### config.mk
export PLATFORM = sky130hd
export DESIGN_NAME = valid_ready_rr_arbiter
export DESIGN_NICKNAME = d
export VERILOG_FILES = /design/src/rtl/vr_arb_pkg.sv /design/src/rtl/rr_priority_pick.sv /design/src/rtl/valid_ready_rr_arbiter.sv
export SDC_FILE = /design/constraint.sdc
export NUM_CORES = 1
export LEC_CHECK = 0
export BUFFER_PORTS_ARGS = -buffer_cell sky130_fd_sc_hd__buf_2
export CAP_MARGIN = 20
export CORE_MARGIN = 3
export CORE_UTILIZATION = 46
export DETAILED_ROUTE_END_ITERATION = 12
export PLACE_DENSITY = 0.77
export REMOVE_ABC_BUFFERS = 1
export SYNTH_ARGS = -nofsm -noshare
export SYNTH_HDL_FRONTEND = slang
export SYNTH_SLANG_ARGS = --single-unit
### constraint.sdc
create_clock -name clk -period 4.4 [get_ports clk]
set_clock_uncertainty 0.15 [all_clocks]
set_input_delay 0.88 -clock clk [delete_from_list [all_inputs] [get_ports clk]]
set_output_delay 0.88 -clock clk [all_outputs]
set_load 0.05 [all_outputs]
### src/rtl/vr_arb_pkg.sv
// Shared definitions for valid/ready arbiters.
//   MAX_SRC     : largest supported number of senders
//   PTR_W       : width of a sender index at MAX_SRC
//   rr_pick_t   : result of a round-robin search (winner index + found flag)
//   arb_state_t : arbiter bookkeeping (rotating pointer and packet lock)
//   rr_pick()   : round-robin search, reusable by other arbiters
package vr_arb_pkg;

  localparam int MAX_SRC = 16;
  localparam int PTR_W   = $clog2(MAX_SRC);

  typedef struct packed {
    logic [PTR_W-1:0] idx;
    logic             found;
  } rr_pick_t;

  typedef struct packed {
    logic [PTR_W-1:0] rr_ptr;
    logic             lock_active;
    logic [PTR_W-1:0] lock_src;
  } arb_state_t;

  // Scan req starting at ptr and wrapping at num. The scan offset k is the
  // rotated position; adding ptr back (mod num) un-rotates it into a real
  // sender index. Only the first hit is kept, which is the priority encode.
  function automatic rr_pick_t rr_pick(input logic [MAX_SRC-1:0] req,
                                       input logic [PTR_W-1:0]   ptr,
                                       input int                 num);
    rr_pick_t r;
    int       i;
    r = '0;
    for (int k = 0; k < MAX_SRC; k++) begin
      if (k < num) begin
        i = int'(ptr) + k;
        if (i >= num) i -= num;
        if (!r.found && req[i[PTR_W-1:0]]) begin
          r.found = 1'b1;
          r.idx   = i[PTR_W-1:0];
        end
      end
    end
    return r;
  endfunction

endpackage

### src/rtl/rr_priority_pick.sv
// Combinational round-robin winner selection.
//   req    : request vector, bit i = sender i
//   ptr    : sender with highest priority this cycle
//   winner : first requesting sender at or after ptr (wrapping)
//   found  : at least one request present
module rr_priority_pick
  import vr_arb_pkg::*;
#(
  parameter  int NUM_SRC = 4,
  localparam int SRC_W   = (NUM_SRC > 1) ? $clog2(NUM_SRC) : 1
) (
  input  logic [NUM_SRC-1:0] req,
  input  logic [SRC_W-1:0]   ptr,
  output logic [SRC_W-1:0]   winner,
  output logic               found
);

  rr_pick_t pick;

  always_comb begin
    pick   = rr_pick(MAX_SRC'(req), PTR_W'(ptr), NUM_SRC);
    winner = SRC_W'(pick.idx);
    found  = pick.found;
  end

endmodule

### src/rtl/valid_ready_rr_arbiter.sv
// N-to-1 round-robin arbiter with valid/ready on every port and a single
// registered output stage (1 beat/cycle). Each beat carries its sender index.
//   clk, reset            : clock, synchronous active-high reset
//   in_valid/in_data      : per-sender request and payload
//   in_ready              : per-sender grant, at most one bit high
//   out_valid/out_data    : registered beat toward the downstream stage
//   out_src               : sender that supplied the current beat
//   out_ready             : downstream ready
// Optional macro VR_ARB_PKT_LOCK_EN adds in_last/out_last; once a non-last
// beat is accepted the grant stays with that sender until its last beat.
module valid_ready_rr_arbiter
  import vr_arb_pkg::*;
#(
  parameter  int NUM_SRC = 4,
  parameter  int DATA_W  = 8,
  localparam int SRC_W   = (NUM_SRC > 1) ? $clog2(NUM_SRC) : 1
) (
  input  logic                      clk,
  input  logic                      reset,
  input  logic [NUM_SRC-1:0]        in_valid,
  input  logic [NUM_SRC*DATA_W-1:0] in_data,
`ifdef VR_ARB_PKT_LOCK_EN
  input  logic [NUM_SRC-1:0]        in_last,
  output logic                      out_last,
`endif
  output logic [NUM_SRC-1:0]        in_ready,
  output logic                      out_valid,
  output logic [DATA_W-1:0]         out_data,
  output logic [SRC_W-1:0]          out_src,
  input  logic                      out_ready
);

  arb_state_t         st;
  logic               load_en;
  logic [NUM_SRC-1:0] req;
  logic [SRC_W-1:0]   winner;
  logic               found;
  logic [DATA_W-1:0]  win_data;
  logic [PTR_W:0]     ptr_inc;
  logic [PTR_W-1:0]   next_ptr;

  // The output register may take a new beat when empty or draining this edge.
  assign load_en = !out_valid || out_ready;

  // While a packet is locked, only its owner is allowed to request. Without
  // the lock feature lock_active never leaves 0 and this is just in_valid.
  always_comb begin
    for (int i = 0; i < NUM_SRC; i++) begin
      req[i] = in_valid[i] && (!st.lock_active || PTR_W'(i) == st.lock_src);
    end
  end

  rr_priority_pick #(.NUM_SRC(NUM_SRC)) u_pick (
    .req    (req),
    .ptr    (SRC_W'(st.rr_ptr)),
    .winner (winner),
    .found  (found)
  );

  // NOTE: every always_comb output gets a default first so no path leaves it
  // unassigned, which would otherwise infer a latch.
  always_comb begin
    in_ready = '0;
    if (found && load_en && !reset) in_ready[winner] = 1'b1;
  end

  always_comb begin
    win_data = '0;
    for (int i = 0; i < NUM_SRC; i++) begin
      if (SRC_W'(i) == winner) win_data = in_data[i*DATA_W +: DATA_W];
    end
  end

  // Pointer moves to the sender after the winner, wrapping at NUM_SRC.
  assign ptr_inc  = {1'b0, PTR_W'(winner)} + (PTR_W+1)'(1);
  assign next_ptr = (ptr_inc >= (PTR_W+1)'(NUM_SRC)) ? '0 : ptr_inc[PTR_W-1:0];

  // NOTE: state is updated with non-blocking assignments so every register
  // samples the pre-edge values regardless of statement order.
  always_ff @(posedge clk) begin
    if (reset) begin
      out_valid <= 1'b0;
      out_data  <= '0;
      out_src   <= '0;
      st        <= '0;
`ifdef VR_ARB_PKT_LOCK_EN
      out_last  <= 1'b0;
`endif
    end else if (load_en) begin
      if (found) begin
        out_valid <= 1'b1;
        out_data  <= win_data;
        out_src   <= winner;
        st.rr_ptr <= next_ptr;
`ifdef VR_ARB_PKT_LOCK_EN
        out_last       <= in_last[winner];
        st.lock_active <= !in_last[winner];
        st.lock_src    <= PTR_W'(winner);
`endif
      end else begin
        out_valid <= 1'b0;
      end
    end
  end

endmodule
==> results.py <==
metrics = {
    "outcome": {
        "status": "completed",
    },
    "yosys": {
        "yosys.cell_count.top_type": "sky130_fd_sc_hd__nor2_1",
        "yosys-top-cells-area": "sky130_fd_sc_hd__dfxtp_1, sky130_fd_sc_hd__ha_1, sky130_fd_sc_hd__a21oi_1",
        "synth-edff-count": 0,
        "synth_async_sr_flop_share_pct": 0,
        "postSynthCellCount": 136,
        "yosys_register_bits": 13,
        "yosysUniqueCellTypes": 39,
        "synth-main-ff-cell": "sky130_fd_sc_hd__dfxtp_1",
        "synth_seq_area_share_pct": 22.6,
        "netlist.area_leader.share_pct": 22.6,
        "post_synth.cell_area_avg_sq_um": 8.45,
        "synth_area_sq_um": 1150,
        "ranking_of_synthesized_cells_by_instance_count": "sky130_fd_sc_hd__nor2_1, sky130_fd_sc_hd__a21oi_1, sky130_fd_sc_hd__dfxtp_1",
        "yosysTopAreaCell": "sky130_fd_sc_hd__dfxtp_1",
        "synth-warning-count": 0,
    },
    "pwr": {
        "internal_power_uw": 525,
        "power_frac_comb_pct": 76.6,
        "power.static_leakage_uw": 0.000669,
        "pwr-share-seq_pct": 16.9,
        "clock_power_share_pct": 6.5,
        "power_switching_uw": 654,
        "finalPower_uw": 1180,
        "vdd.ir_drop.worst_v": 0.000399,
        "power.density_cell_area_nw_per_um2": 829,
        "switching_share_pct": 55.5,
    },
    "detailed_routing": {
        "drt_wl_total_mm": 3.11,
        "avgRoutedWirePerCell_um": 14.4,
        "detailedRoute.firstIterationViolations": 44,
        "drc": 0,
        "detail-route-antenna-nets": 0,
        "via_count": 1228,
        "drt_first_pass_iters": 6,
        "drt-vias-per-instance": 5.69,
    },
    "grt": {
        "pin_count_of_the_biggest_net_entering_global_routing": 22,
        "first_global_vias": 1166,
        "antenna_found_initial": 0,
        "globalRoute.totalOverflow": 0,
        "global_routing_usage_summed_across_all_routing_layers_pct": 19.4,
        "grt_first_pass_wirelength_mm": 5.03,
    },
    "clock_network": {
        "cts_hold_repair.buffers": 0,
        "cts_root_buf": "sky130_fd_sc_hd__clkbuf_4",
        "postCtsResizedCells": 0,
        "cts_tree": "built",
        "h-tree-depth": 1,
        "cts.clk_slew.worst_paths_ns": 0.08,
        "cts-root-to-sink-buffers": 2,
        "clock_buffers_created_by_tritoncts": 3,
        "post-cts-setup-buffers": 0,
        "clock-sinks": 13,
        "worst_skew_pair.late_latency_ns": 0.28,
    },
    "place": {
        "io_buffer_count": 53,
        "hpwlAfterDp_mm": 2.46,
        "dp_slack_ns": 0.531,
        "placed_cells_incl_taps": 212,
        "gp_routability_congestion": 0.841,
    },
    "floorplanning": {
        "rows": 17,
        "num_io_pins": 54,
        "initial_core_util_pct": 50.1,
        "design.core.area_sq_um": 2300,
        "dieWidth_um": 56.0,
        "fp.dieH_um": 56.0,
        "die_outline_area_sq_um": 3140,
    },
    "worst_setup_path": {
        "kind_of_critical_path": "reg -> out",
        "critPathArrivalTime_ns": 3.12,
        "critical_path_sink_type": "primary output",
        "worst-endpoint-required_ns": 3.37,
        "worstSetupStartpointType": "register",
        "crit_fanout": 12,
    },
    "timing": {
        "tightest_slew_ns": 0.974,
        "final.setup.worst_slack_ns": 0.251,
        "fmax_mhz": 241,
        "report.final.hold_viol_count": 0,
        "timing.final.setup_violations": 0,
        "fin_worst_hold_slack_ns": 0.316,
        "rsz0062_at_grt": "false",
        "post-route-min-period_ns": 4.15,
        "share_of_the_clock_period_used_by_the_worst_path_after_layout_pct": 94.3,
        "final_max_slew_viol_count": 0,
        "timing.max_slew.rel_slack_pct": 35.1,
    },
    "final_layout": {
        "stdcell_count": 216,
        "design.final.nets": 235,
        "fraction_of_final_layout_cells_sized_beyond_drive_strength_1_pct": 39.4,
        "antennaDiodeCount": 0,
        "final_util_pct": 61.9,
        "syn2layout_area_growth_pct": 23.6,
    },
    "flow_run": {
        "maxCapViolations": 0,
    },
    "hold_path": {
        "timing.hold.worst.class": "reg -> reg",
    },
}
[metrics by stage]
step,instance area [sq um],setup TNS (ns)
2_1_floorplan,1060,-0.308
3_3_place_gp,1400,0
3_5_place_dp,1400,0
4_1_cts,1420,0
5_1_grt,1420,0
6_report,1420,0
[worst paths after layout]
| path | cells after the start | slack [ns] | endpoint | startpoint |
|---|---|---|---|---|
| worst max-delay path | 9 | 0.25 | in_ready[2] | st[5] |
| worst min register to register | 2 | 0.32 | out_src[1] | out_src[1] |
| worst max register to register | 11 | 0.69 | out_data[7] | st[5] |
| worst min-delay path | 2 | 0.32 | out_src[1] | out_src[1] |
[critical path, stage by stage, from the launching register on]
cell,delay [ns]
sky130_fd_sc_hd__dfxtp_1,0.60
sky130_fd_sc_hd__inv_1,0.12
sky130_fd_sc_hd__ha_1,0.38
sky130_fd_sc_hd__or3_4,0.42
sky130_fd_sc_hd__a22oi_2,0.19
sky130_fd_sc_hd__a2bb2oi_2,0.34
sky130_fd_sc_hd__ha_1,0.24
sky130_fd_sc_hd__clkinv_1,0.08
sky130_fd_sc_hd__nor3_1,0.18
sky130_fd_sc_hd__buf_2,0.29
[sequential cells by signal, summed over array words and instances, names as in the netlist]
| signal | count |
|---|---|
| out_src | 2 |
| out_valid | 1 |
| st | 2 |
| out_data | 8 |
[cell families after synthesis]
logic type	share of synthesized area, %
buffers and inverters	10.0
AOI/OAI and AO/OA	38.2
muxes	4.46
adders and majority gates	7.62
and+or+nand+nor	17.1
DFF	22.6
[per-layer routing]
layer | GRT usage, % | wire [um] | part of all wire (%)
met3 | 6.03 | 174 | 5.6
met4 | 3.73 | 19 | 0.61
met5 | 0 | 0 | 0
met2 | 35.7 | 1680 | 54
met1 | 21.7 | 1240 | 40
[area by class of cell]
class	count	area (sq um)
flip-flops and latches	13	260
fillers	221	876
inverters	7	26.3
clock buffers	4	26.3
repair buffers	57	295
multi-input cells	107	778
well taps	28	35.0
[power groups by stage]
stage	clock [uW]	combinational, uW	sequential [uW]
CTS	78.8	901	201
global placement	0	877	200
finish	76.5	902	200
global route	82.1	981	207
detailed placement	0	898	203
floorplan	0	570	317
[layout by cell type (no fill, tap or decap), types with 3 or more instances in the layout]
master	netlist	final
sky130_fd_sc_hd__clkbuf_4	0	3
sky130_fd_sc_hd__a311oi_1	3	3
sky130_fd_sc_hd__nor3_1	3	3
sky130_fd_sc_hd__nand2_1	11	11
sky130_fd_sc_hd__a311oi_2	5	5
sky130_fd_sc_hd__buf_2	0	53
sky130_fd_sc_hd__ha_1	7	7
sky130_fd_sc_hd__a22oi_1	7	7
sky130_fd_sc_hd__o2111ai_1	8	8
sky130_fd_sc_hd__mux2i_1	4	4
sky130_fd_sc_hd__and2_1	3	3
sky130_fd_sc_hd__dfxtp_1	13	13
sky130_fd_sc_hd__nor2_1	18	18
sky130_fd_sc_hd__inv_1	6	6
sky130_fd_sc_hd__a21oi_1	15	14
sky130_fd_sc_hd__buf_4	2	4
Power figures use the tool's default switching activity.
